$ cat src/rtl/inst_fetch_unit.sv
// inst_fetch_unit: multicycle instruction fetch with req/ack memory handshake and PC redirect
module inst_fetch_unit #(
    parameter logic [15:0] RESET_PC = 16'h0000,
    parameter logic [15:0] PC_STEP  = 16'd2
) (
    input  logic        clk,
    input  logic        reset,
    output logic [15:0] mem_addr,
    output logic        mem_req,
    input  logic [15:0] mem_rdata,
    input  logic        mem_ack,
    output logic [15:0] IRIn,
    output logic        IRWrite,
    input  logic        fetch_next,
    input  logic        pc_load,
    input  logic [15:0] pc_target,
    output logic [15:0] pc,
    output logic        fetch_busy
);
    typedef enum logic {FETCH, WAIT} state_t;
    state_t      state_q;
    logic [15:0] pc_q;
    logic [15:0] ir_q;
    logic [15:0] redir_addr_q;
    logic        req_q;
    logic        irw_q;
    logic        redir_pend_q;
    // Fetch FSM: FETCH with req low is the one-cycle launch after reset; a redirect seen
    // while a request is outstanding is parked until ack so the address stays stable
    always_ff @(posedge clk) begin
        if (reset) begin
            state_q      <= FETCH;
            pc_q         <= RESET_PC;
            ir_q         <= 16'h0000;
            redir_addr_q <= RESET_PC;
            req_q        <= 1'b0;
            irw_q        <= 1'b0;
            redir_pend_q <= 1'b0;
        end else begin
            irw_q <= 1'b0;
            case (state_q)
                FETCH: begin
                    if (!req_q) begin
                        req_q <= 1'b1;
                        if (pc_load) pc_q <= pc_target;
                    end else if (mem_ack) begin
                        if (pc_load || redir_pend_q) begin
                            pc_q         <= pc_load ? pc_target : redir_addr_q;
                            redir_pend_q <= 1'b0;
                        end else begin
                            ir_q    <= mem_rdata;
                            irw_q   <= 1'b1;
                            pc_q    <= pc_q + PC_STEP;
                            req_q   <= 1'b0;
                            state_q <= WAIT;
                        end
                    end else if (pc_load) begin
                        redir_pend_q <= 1'b1;
                        redir_addr_q <= pc_target;
                    end
                end
                WAIT: begin
                    if (pc_load || fetch_next) begin
                        state_q <= FETCH;
                        req_q   <= 1'b1;
                        if (pc_load) pc_q <= pc_target;
                    end
                end
                default: state_q <= FETCH;
            endcase
        end
    end
    assign mem_addr   = pc_q;
    assign mem_req    = req_q;
    assign fetch_busy = req_q;
    assign IRIn       = ir_q;
    assign IRWrite    = irw_q;
    assign pc         = pc_q;
endmodule

$ cat config.mk
export PLATFORM = sky130hd
export DESIGN_NAME = inst_fetch_unit
export DESIGN_NICKNAME = d
export VERILOG_FILES = /design/src/rtl/inst_fetch_unit.sv
export SDC_FILE = /design/constraint.sdc
export NUM_CORES = 1
export LEC_CHECK = 0
export CAP_MARGIN = 30
export CORE_ASPECT_RATIO = 1.75
export CORE_MARGIN = 3
export CORE_UTILIZATION = 47
export DETAILED_ROUTE_END_ITERATION = 10
export GPL_ROUTABILITY_DRIVEN = 0
export HOLD_SLACK_MARGIN = 0.06
export PLACE_DENSITY_LB_ADDON = 0.2
export SYNTH_ARGS = -nofsm -noshare
export SYNTH_HDL_FRONTEND = slang
export SYNTH_SLANG_ARGS = --single-unit
$ cat constraint.sdc
create_clock -name clk -period 2.34 [get_ports clk]
set_input_delay 0.468 -clock clk [delete_from_list [all_inputs] [get_ports clk]]
set_output_delay 0.468 -clock clk [all_outputs]
set_load 0.02 [all_outputs]
# Yosys cells after proc, flatten, opt, wreduce, memory -nomap -nowiden
# Cells that the tools add are included.
[totals]
ff_bits = 52
latch_bits = 0
ramBits = 0
mem_bits_ro = 0
in_bits = 37
memories = 0
[classes]
addsub = 1
mul = 0
div_mod_pow = 0
n_lt_le_gt_ge = 0
eq_ne = 3
n_shift = 0
n_mux = 20
bitwise_logic = 3
n_reduce_logical = 8
[ops]
columns = ["operator", "n"]
rows = [
  ["2-to-1 mux 16 bit", 6],
  ["case mux 16 bit (2 select lines)", 1],
  ["adder 16 x 2 -> 16 bit (second input constant)", 1],
  ["2-to-1 mux 1 bit", 11],
  ["AND reduction 4 bit", 2],
  ["!= test 2 x 1 -> 1 bit (second input constant)", 2],
  ["case mux 1 bit (2 select lines)", 2],
  ["!= test 3 bit (second input constant)", 1],
  ["inverter 1 bit", 3],
  ["AND reduction 3 bit", 1],
  ["logical OR 1 bit", 2],
  ["AND reduction 2 bit", 1],
  ["nonzero test 2 bit", 1],
  ["OR reduction 2 bit", 1],
]

# Depth between registers and ports, before layout
# Gate-level depths: netlist (run 1).
[logic_depth]
depth_word = 5
mapped_depth = 7
mapped_depth_nobuf = 5

# Worst setup path before layout (run 1)
# OpenSTA, ideal clock, no wires.
[synth_path]
path_kind = "register to register"
from = "reg pc_q[1] (netlist: mem_addr[1])"
to = "reg pc_q[15] (netlist: mem_addr[15])"
setup_time_ps = 125
t_arrival_ps = 1757
required_ps = 2215
setup_slack_ps = 458
path_stages_with_launch = 6
n_path_buf = 0
synth_period_minus_slack_ps = 1882
cell_sequence = "dfxtp_1 > ha_1 > nand4_1 > or4_2 > o2bb2ai_1 > a211oi_1"
[synth_between]
elab_chain_len = 5
[synth_rtl]
columns = ["element", "line", "rtl"]
rows = [
  ["start: declaration", "22", "logic [15:0] pc_q;"],
  ["start signal: assignment", "45", "if (pc_load) pc_q <= pc_target;"],
  ["start signal: assignment", "48", "pc_q <= pc_load ? pc_target : redir_addr_q;"],
  ["start signal: assignment", "53", "pc_q <= pc_q + PC_STEP;"],
  ["adder 16 x 2 -> 16 bit", "53", ""],
  ["2-to-1 mux 16 bit", "47", "if (pc_load || redir_pend_q) begin"],
  ["2-to-1 mux 16 bit", "46", "end else if (mem_ack) begin"],
  ["2-to-1 mux 16 bit", "43", "if (!req_q) begin"],
  ["case mux 16 bit (2 select lines)", "41", "case (state_q)"],
]
# No other way between the ends. The select of a mux whose other input is x is not followed.
# A chain may end at the register's enable or synchronous reset.

# Worst setup path after layout (run 1)
[layout_path]
from = "reg req_q (netlist: fetch_busy)"
to = "out fetch_busy"
[layout_rtl]
columns = ["element", "line", "rtl"]
rows = [
  ["start: declaration", "25", "logic req_q;"],
  ["start signal: assignment", "36", "req_q <= 1'b0;"],
  ["start signal: assignment", "44", "req_q <= 1'b1;"],
  ["start signal: assignment", "54", "req_q <= 1'b0;"],
  ["end: declaration", "18", "output logic fetch_busy"],
]
# No word-level cell between the ends.

==> results.md, run 1 <==
* H-tree levels at 2
* Worst path slowest cell: clkdlybuf4s50_1
* Fin. max-slew vios at 0
* Core box area at between 0.005 and 0.006 mm²
* Post-route ant nets at 0
* Die ar. at 0.00705 mm²
* Hold Buf Count CTS at 0
* Crit. End Element: primary output
* Setup ws final at 0.219 ns
* Most frequent cells in the layout: clkdlybuf4s50_1, nand2_1, dfxtp_1
* Largest net degree at the start of global routing at 19
* Overall Global Routing Usage at 0.247
* Detail Placement HPWL at 6110 µm
* Clock root buffer: clkbuf_8
* Syn_nets at 400
* Final Cycle Share at 0.906
* DP Cell Count at between 500 and 600
* Final #Nets at about 480
* DRC at 0
* DP Worst Slack at just over 0.009 ns
* Worst hold path startpoint: redir_addr_q[2]$_SDFFE_PP0P_
* R2R depth at 4
* Setup crit start kind: register
* Avg WL per Cell at between 15 and 20 µm
* Worst r2r src: fetch_busy$_SDFFE_PP0P_
* DR WL met3 at around 650 µm
* TritonCTS Buffers at 5
* Crit path buf inv count at 1
* DR top layer: met4
* Port bufs at 87
* Post-Syn Instances at between 300 and 400
* Crit path cell chain: clkdlybuf4s50_1
* Number of detailed-route iterations in the first pass at 4
* Seq/Total Area, Yosys at 0.367
* FP Rows at 36
* Synth Flop Type: dfxtp_1
* CP arrival at approximately 1.7 ns
* RSZ-0062 raised after global routing: false
* Vias per cell at 5.71
* Pleak at between 0.001 and 0.0015 µW
* Crit path from: fetch_busy$_SDFFE_PP0P_
* Clk sinks at 52
* Flop2flop setup slack at ~0.30 ns
* Stages on the worst setup path at 1
* Share of layout cells above drive strength 1 at 0.110
* Area growth syn-to-layout at 35.7%
* Asr flop ratio synth at 0
* Max VDD drop at between 0.0004 and 0.0005 V
* Vias at around 2,900
* Initial antenna violation count at 0
* Initial DRC Count at ~190
* Post-synth EDFFs at 0
* Final Critical Period at 2.12 ns
* Status: complete, no violations
* Initial Util at 0.497
* Clock slew at reported path FFs at approximately 0.090 ns
* Io pins at between 80 and 90
* Bufs on Longest Clock Path at 2
* Tightest Pin Transition at roughly 0.63 ns
* Post-Syn Area per Cell at between 7 and 8 µm²
* Met2 wire length at around 4200 µm
* Fin util at 0.674
* First-pass GRT wire length at ~14,000 µm
* Post-CTS sizing at 0
* Critical path type: reg -> out
* Clock insertion delay at the later pin of the skew report at between 0.3 and 0.4 ns
* Placed inst area at about 0.0037 mm²
* Fin cells at ~510
* Routed wire length at 8240 µm
* TritonCTS clock tree: yes
* Die height at roughly 110 µm
* Max_cap viols at 0
* PD cells at between 500 and 600 mW/mm²
* Synth warn at 0
* End of the critical path: fetch_busy
* Commonest non-fill, non-tap cell in the layout: clkdlybuf4s50_1
* Skew final at ~0.008 ns
* N_diodes at 0
* Crit-path max FO at 12
* Number of synthesized register bits at 52
* Vias in the first global route at 2,879
* Wl on met1 at ~3100 µm
* GRT overflow at 0
* Synthesized area at 0.00284 mm²
* Worst min-delay path class: reg -> reg
* FF-to-FF End: mem_addr[6]$_SDFFE_PP0P_
* Design Area, Final at slightly below 0.004 mm²
* Fmax at around 0.47 GHz
* Req. time, crit path at around 1.9 ns
* CP peak stage delay at 0.71 ns
* Final Hold Fails at 0
* Crit path max-delay family: buffers and inverters
* Slew HR at 0.582
* Die width at approximately 65 µm
* Count of final setup violators at 0
* Setup TNS at 0 ns
* Setup Fix Bufs, Post-CTS at 0
* Cell variety after synth at 60
[where the power goes]
part / total, µW / internal (µW) / switching, µW
clock network: 618 / 318 / 300
logic: 547 / 280 / 267
registers: 1010 / 933 / 76.2
total: 2170 / 1530 / 643
[per-layer routing]
| layer | track usage | vias up |
|---|---|---|
| met3 | 0.0588 | 21 |
| met2 | 0.413 | 138 |
| met5 | 0 | - |
| met4 | 0.132 | 0 |
| li1 | - | 1433 |
| met1 | 0.288 | 1342 |
[cell usage after synthesis (all sizes together) (4+ instances only)]
master,number,share of area
o211ai,9,0.024
o21ai,11,0.021
or4bb,5,0.020
nand4,5,0.011
a211oi,7,0.019
clkbuf,15,0.020
buf,30,0.067
mux2,5,0.020
nand3,6,0.017
a21oi,43,0.076
a221oi,4,0.012
nor3,8,0.014
nand2b,5,0.011
nor2,7,0.0093
dfxtp,52,0.37
inv,6,0.0079
nand2,84,0.11
or4,4,0.011
nor2b,5,0.011
[through the flow]
step	total power (µW)	hold WS [ns]
after floorplan	1330	0.431
after global placement	1570	0.441
after detailed placement	1570	0.446
after CTS	2190	0.459
after global routing	2270	0.476
final	2170	0.456
[sequential cells by signal, summed over array words and instances (netlist names)]
signal        flops
redir_pend_q      1
state_q           1
fetch_busy        1
IRWrite           1
mem_addr         16
IRIn             16
redir_addr_q     16
[worst min-delay path by stage]
stage | cells after the start | end | slack (ns)
5_1_grt | 2 | IRIn[4]$_SDFFE_PP0P_ | 0.48
4_1_cts | 2 | redir_addr_q[8]$_SDFFE_PP0P_ | 0.46
2_1_floorplan | 2 | redir_addr_q[10]$_SDFFE_PP0P_ | 0.43
3_3_place_gp | 2 | redir_addr_q[1]$_SDFFE_PP0P_ | 0.44
3_5_place_dp | 2 | redir_addr_q[8]$_SDFFE_PP0P_ | 0.45
6_report | 2 | redir_addr_q[2]$_SDFFE_PP0P_ | 0.46
[area by class of cell]
cell class | instances | area [µm²]
well taps | 76 | 95.1
clock inverters | 2 | 35.0
inverters | 6 | 22.5
fillers | 539 | 1870
multi-input cells | 259 | 1530
clock buffers | 6 | 72.6
flip-flops and latches | 52 | 1040
repair buffers | 113 | 1060
[logic make-up (layout without fill, tap and decap cells)]
group / Yosys count / in the layout / share of synthesized area
adder cells (fa/ha/maj): 1 / 1 / 0.00440
multiplexers: 6 / 6 / 0.0233
AO/OA/AOI/OAI: 99 / 99 / 0.224
buffers and inverters: 51 / 127 / 0.0956
flip-flops: 52 / 52 / 0.367
AND/OR/NAND/NOR: 153 / 153 / 0.286
Power figures use the tool's default switching activity.
==> inputs of run 2 (changes only) <==
Settings changed: ABC_AREA from default to 1, CTS_CLUSTER_DIAMETER from default to 100.
==> run 2 against run 1 <==
Power shrank 0.34%. Critical path depth is the same. Highest routed layer unchanged. Critical endpoint is now mem_addr[10]. Non-clock buffer count shrank 17. Worst hold slack gained 0.012 ns.
==> results.md, run 2 <==
* Setup crit start kind: register
* Leading area contributor after synthesis: dfxtp_1
* RSZ-0062 raised after global routing: false
* TritonCTS Buffers at 5 (unchanged)
* Most frequent cells in the layout: nand2_1, clkdlybuf4s50_1, dfxtp_1, a21oi_1, nand3_1
* Final Critical Period at 2.04 ns (-0.0776 ns)
* Initial antenna violation count at 0 (unchanged)
* Final Cycle Share at 0.873 (-0.0332)
* DP Worst Slack at 0.180 ns (+0.171 ns)
* DRC at 0 (unchanged)
* Share of layout cells above drive strength 1 at 0.0749 (-0.0346)
* Port bufs at 87 (unchanged)
* Area taken by multi-input logic gates at 0.00146 mm² (-4.7%)
* Die width at 64.6 µm (-0.30%)
* Pleak at 0.00137 µW (+2.2%)
* N_diodes at 0 (unchanged)
* Worst path slowest cell: clkdlybuf4s50_1
* Post-CTS sizing at 0 (unchanged)
* FP Rows at 36 (unchanged)
* Io pins at 88 (unchanged)
* Number of detailed-route iterations in the first pass at 4 (unchanged)
* Avg WL per Cell at 15.5 µm (-3.6%)
* Max_cap viols at 0 (unchanged)
* Bufs on Longest Clock Path at 2 (unchanged)
* Synth Flop Type: dfxtp_1
* Initial Util at 0.497 (+0.000634)
* Largest net degree at the start of global routing at 33 (+14)
* Clock slew at reported path FFs at 0.09 ns (about the same)
* Syn_nets at 441 (+10%)
* Number of synthesized register bits at 52 (unchanged)
* Commonest non-fill, non-tap cell in the layout: nand2_1
* Routed wire length at 8390 µm (+1.8%)
* Status: complete, no violations
* Crit. End Element: primary output
* Count of final setup violators at 0 (unchanged)
* Final Hold Fails at 0 (unchanged)
* Vias in the first global route at 2,888 (+0.31%)
* Crit path buf inv count at 1 (unchanged)
* Die ar. at 0.00701 mm² (-0.61%)
* Crit-path max FO at 8 (-4)
* Seq/Total Area, Yosys at 0.369 (+0.00244)
* Top cells by area, synth: dfxtp_1, nand2_1, a21oi_1
* Synth warn at 0 (unchanged)
* First-pass GRT wire length at 13,100 µm (-5.4%)
* Clock root buffer: clkbuf_8
* Clock insertion delay at the later pin of the skew report at 0.31 ns (about the same)
* Overall Global Routing Usage at 0.241 (-0.00626)
* CP peak stage delay at 0.69 ns (-0.02 ns)
* Most frequent cell after synthesis: nand2_1
* Placed inst area at 0.00360 mm² (-3.9%)
* Final #Nets at 504 (+6.1%)
* Vias per cell at 5.60 (-1.9%)
* Setup Fix Bufs, Post-CTS at 0 (unchanged)
* CP arrival at 1.58 ns (-0.07 ns)
* Hold Buf Count CTS at 0 (unchanged)
* Crit path cell chain: clkdlybuf4s50_1
* Skew final at 0.00644 ns (-0.00166 ns)
* Worst min-delay path class: reg -> reg
* Area growth syn-to-layout at 31.0%
* H-tree levels at 2 (unchanged)
* Tightest Pin Transition at 0.640 ns (+0.0141 ns)
* Detail Placement HPWL at 6130 µm (+0.41%)
* Clk sinks at 52 (unchanged)
* Post-Syn Instances at 403 (+11%)
* Fmax at 0.489 GHz (+3.8%)
* Reg area at 0.00104 mm² (unchanged)
* PD cells at 586 mW/mm² (+4.0%)
* Critical path type: reg -> out
* Cell variety after synth at 34 (-43%)
* Initial DRC Count at 219 (+18%)
* Flop2flop setup slack at 0.62 ns (+0.32 ns)
* GRT overflow at 0 (unchanged)
* Die height at 108 µm (-0.31%)
* Vias at 3,040 (+3.6%)
* Post-synth EDFFs at 0 (unchanged)
* Design Area, Final at 0.00369 mm² (-4.2%)
* Fin. max-slew vios at 0 (unchanged)
* Top cell type's share of synthesized area at 0.369 (+0.00244)
* Slew HR at 0.573 (-0.00927)
* Setup ws final at 0.297 ns (+0.0776 ns)
* Asr flop ratio synth at 0 (unchanged)
* Commonest cells post-synth: nand2_1, a21oi_1, dfxtp_1
* Crit path max-delay family: buffers and inverters
* Core box area at 0.00568 mm² (-0.79%)
* TritonCTS clock tree: yes
* Max VDD drop at 0.000416 V (+2.5%)
* Post-route ant nets at 0 (unchanged)
* Synthesized area at 0.00282 mm² (-0.66%)
* Fill cells at 521 (-3.3%)
* Post-Syn Area per Cell at 7.00 µm² (-11%)
* Setup TNS at 0 ns (unchanged)
* Req. time, crit path at 1.87 ns (about the same)
==> run 2: cell types whose count changed after synthesis, sizes merged, moves of 11 or more <==
cell	before	now
nand2	84	112
inv	6	19
o21ai	11	30
a31oi	2	19
nor2	7	18
nand3	6	36
==> run 2: metal layers <==
layer,global-route usage,share of wire,vias to the layer above
li1,-,-,1474
met5,0,0,-
met3,0.0333,0.050,32
met4,0.163,0.054,0
met1,0.242,0.37,1412
met2,0.447,0.53,122
==> run 2: layout make-up <==
class | instances | area share
tap | 76 | 0.0257
clock inverter | 2 | 0.00271
multi-input combinational | 292 | 0.394
timing repair buffer | 96 | 0.254
inverter | 19 | 0.0193
clock buffer | 6 | 0.0224
sequential | 52 | 0.282
==> run 2: worst paths after layout <==
path / startpoint / end / cells after the start
min: IRIn[12]$_SDFFE_PP0P_ / IRIn[12]$_SDFFE_PP0P_ / 2
min reg2reg: IRIn[12]$_SDFFE_PP0P_ / IRIn[12]$_SDFFE_PP0P_ / 2
max: mem_addr[10]$_SDFFE_PP0P_ / mem_addr[10] / 1
max reg2reg: mem_addr[1]$_SDFFE_PP0P_ / mem_addr[13]$_SDFFE_PP0P_ / 8
==> run 2: report_power, final <==
| group | total [µW] | switching, µW | internal (µW) |
|---|---|---|---|
| registers | 1030 | 81.2 | 946 |
| clock network | 538 | 301 | 237 |
| logic | 601 | 330 | 270 |
==> run 2: cell families (layout without fill, tap and decap cells) <==
family,count (synthesis),after routing,synth area share
and+or+nand+nor,175,175,0.281
AOI/OAI and AO/OA,110,110,0.212
buffers and inverters,59,123,0.115
DFF,52,52,0.369
xor gates and xnor gates,6,6,0.0186
adders and majority gates,1,1,0.00443
==> run 2: per-stage QoR <==
step,power [µW],util,std cells,hold slack [ns]
floorplan,1400,-,403,0.469
global placement,1640,0.635,535,0.447
detailed placement,1650,0.635,535,0.456
CTS,2170,0.651,543,0.470
global route,2260,0.651,543,0.490
finish,2170,0.651,543,0.468
==> patch: new RTL, settings of run 2 <==
Make the reset (`reset`) asynchronous in one clocked block.
--- a/src/rtl/inst_fetch_unit.sv
+++ b/src/rtl/inst_fetch_unit.sv
@@ -28,5 +28,5 @@
     // Fetch FSM: FETCH with req low is the one-cycle launch after reset; a redirect seen
     // while a request is outstanding is parked until ack so the address stays stable
-    always_ff @(posedge clk) begin
+    always_ff @(posedge clk or posedge reset) begin
         if (reset) begin
             state_q      <= FETCH;
Behaviour: differs if reset is asserted again (counterexample within 4 cycles, from zero or initial values and one cycle with reset high); with reset held inactive, the same outputs for 10 cycles.
==> patch against run 2 <==
First-iteration DRC count fell by 27%. Design area rose by 6.5%. Non-clock buffer count did not move. Critical path depth did not move. Worst setup slack improved by 95 ps. Sequential cell count did not move. Wire length fell by 11%. Synthesized area rose by 5.6%. Critical path type unchanged.
Power is not compared: it rests on default switching activity, and its combinational part moved more than twofold at a synthesized area within 25%.
==> patch: results (changes against run 2) <==
metric	value	unit	change
outcome	finished, final reports clean		unchanged
Distinct cells, synth	26		was 34
dominant synthesized flop cell	dfrtp_1		was dfxtp_1
WL per Instance	13.3	µm	was 15.5 µm
Crit Reg-Reg Endpoint	mem_addr[11]$_DFFE_PP0P_		was mem_addr[13]$_SDFFE_PP0P_
Setup Skew	6.75	ps	was 6.44 ps
dpl cells	554		was 535
Worst-Margin Slew	498	ps	was 640 ps
vias	2916		was 3,040
CP max stage delay	670	ps	was 690 ps
# diodes	0		unchanged
1st-iter DRT viols	159		was 219
top post-synthesis cells by area	dfrtp_1 44%, nand2_1 20%, o21ai_0 5.5%, buf_4 5.3%, inv_1 3.8%		was dfxtp_1 37%, nand2_1 14%, a21oi_1 9.2%, nand3_1 6.0%, buf_4 5.9%
first-pass GRT wire length	13000	µm	was 13,100 µm
post-layout net count	521		was 504
layout cell share with drive strength beyond 1	5.79	%	was 7.49%
area fraction in compound gates after synthesis	12.9	%	was 21.2%
largest net degree at the start of global routing	36		was 33
Total Routing Usage GR	21.9	%	was 24.1%
Async SR Flop Fraction	100	%	was 0%
Post-Synth XOR/XNOR Area	0.882	%	was 1.86%
post-synthesis adder-cell area fraction	0.420	%	was 0.443%
filler instances	531		was 521
Syn Inst Count	411		was 403
register area share after synthesis	43.7	%	was 36.9%
dpl hpwl	5670	µm	was 6130 µm
HP Class	in2async		was reg2reg
crit path from	mem_addr[11]$_DFFE_PP0P_		was mem_addr[10]$_SDFFE_PP0P_
reg-to-reg setup timing slack	580	ps	was 620 ps
r2r startpoint	mem_addr[2]$_DFFE_PP0P_		was mem_addr[1]$_SDFFE_PP0P_
mean number of vias per cell	5.19		was 5.60
most frequent cells after synthesis	158 x nand2_1, 52 x dfrtp_1, 33 x o21ai_0		was 106 x nand2_1, 52 x a21oi_1, 52 x dfxtp_1
crit path capture	pc[11]		was mem_addr[10]
Worst EP arrival	1480	ps	was 1580 ps
[patch: per-layer routing]
layer	part of all wire [%]	global-route usage [%]	vias to the layer above
met4	2.1	7.33	0
met3	6.0	3.45	14
met5	0	0	-
li1	-	-	1452
met1	40	26.3	1337
met2	52	38.6	113
[patch: worst min-delay path by stage]
stage / slack (ps) / from / endpoint / depth (start not counted)
final: 480 / reset / IRIn[14]$_DFFE_PP0P_ / 2
after global placement: 450 / IRIn[3]$_DFFE_PP0P_ / IRIn[3]$_DFFE_PP0P_ / 2
after CTS: 480 / reset / redir_addr_q[3]$_DFFE_PP0P_ / 2
after floorplan: 450 / redir_addr_q[1]$_DFFE_PP0P_ / redir_addr_q[1]$_DFFE_PP0P_ / 2
after detailed placement: 460 / IRIn[13]$_DFFE_PP0P_ / IRIn[13]$_DFFE_PP0P_ / 2
after global routing: 510 / reset / IRIn[14]$_DFFE_PP0P_ / 2
[patch: cell families after synthesis]
group	Yosys count
fa+ha+maj	1
simple gates	219
xor+xnor	3
flops	52
buf+inv	65
compound gates	71
[patch: stage by stage]
step	area (µm²)	hold WS, ps	worst slack, ps
floorplan	2980	448	614
detailed placement	3820	462	246
global placement	3820	454	291
finish	3940	478	391
global route	3940	513	319
CTS	3940	483	386
[patch: report_power, final]
group	switching (µW)	internal, µW	leakage, µW
clock	311	325	0.0000600
sequential	382	1260	0.000640
combinational	1390	1130	0.00116
[patch: final cells by class]
class,count,share of cell area (%)
Sequential cell,52,33.1
Multi-Input combinational cell,294,33.8
Clock inverter,3,1.18
Clock buffer,5,1.75
Inverter,34,3.24
Timing Repair Buffer,96,24.5
Tap cell,78,2.48
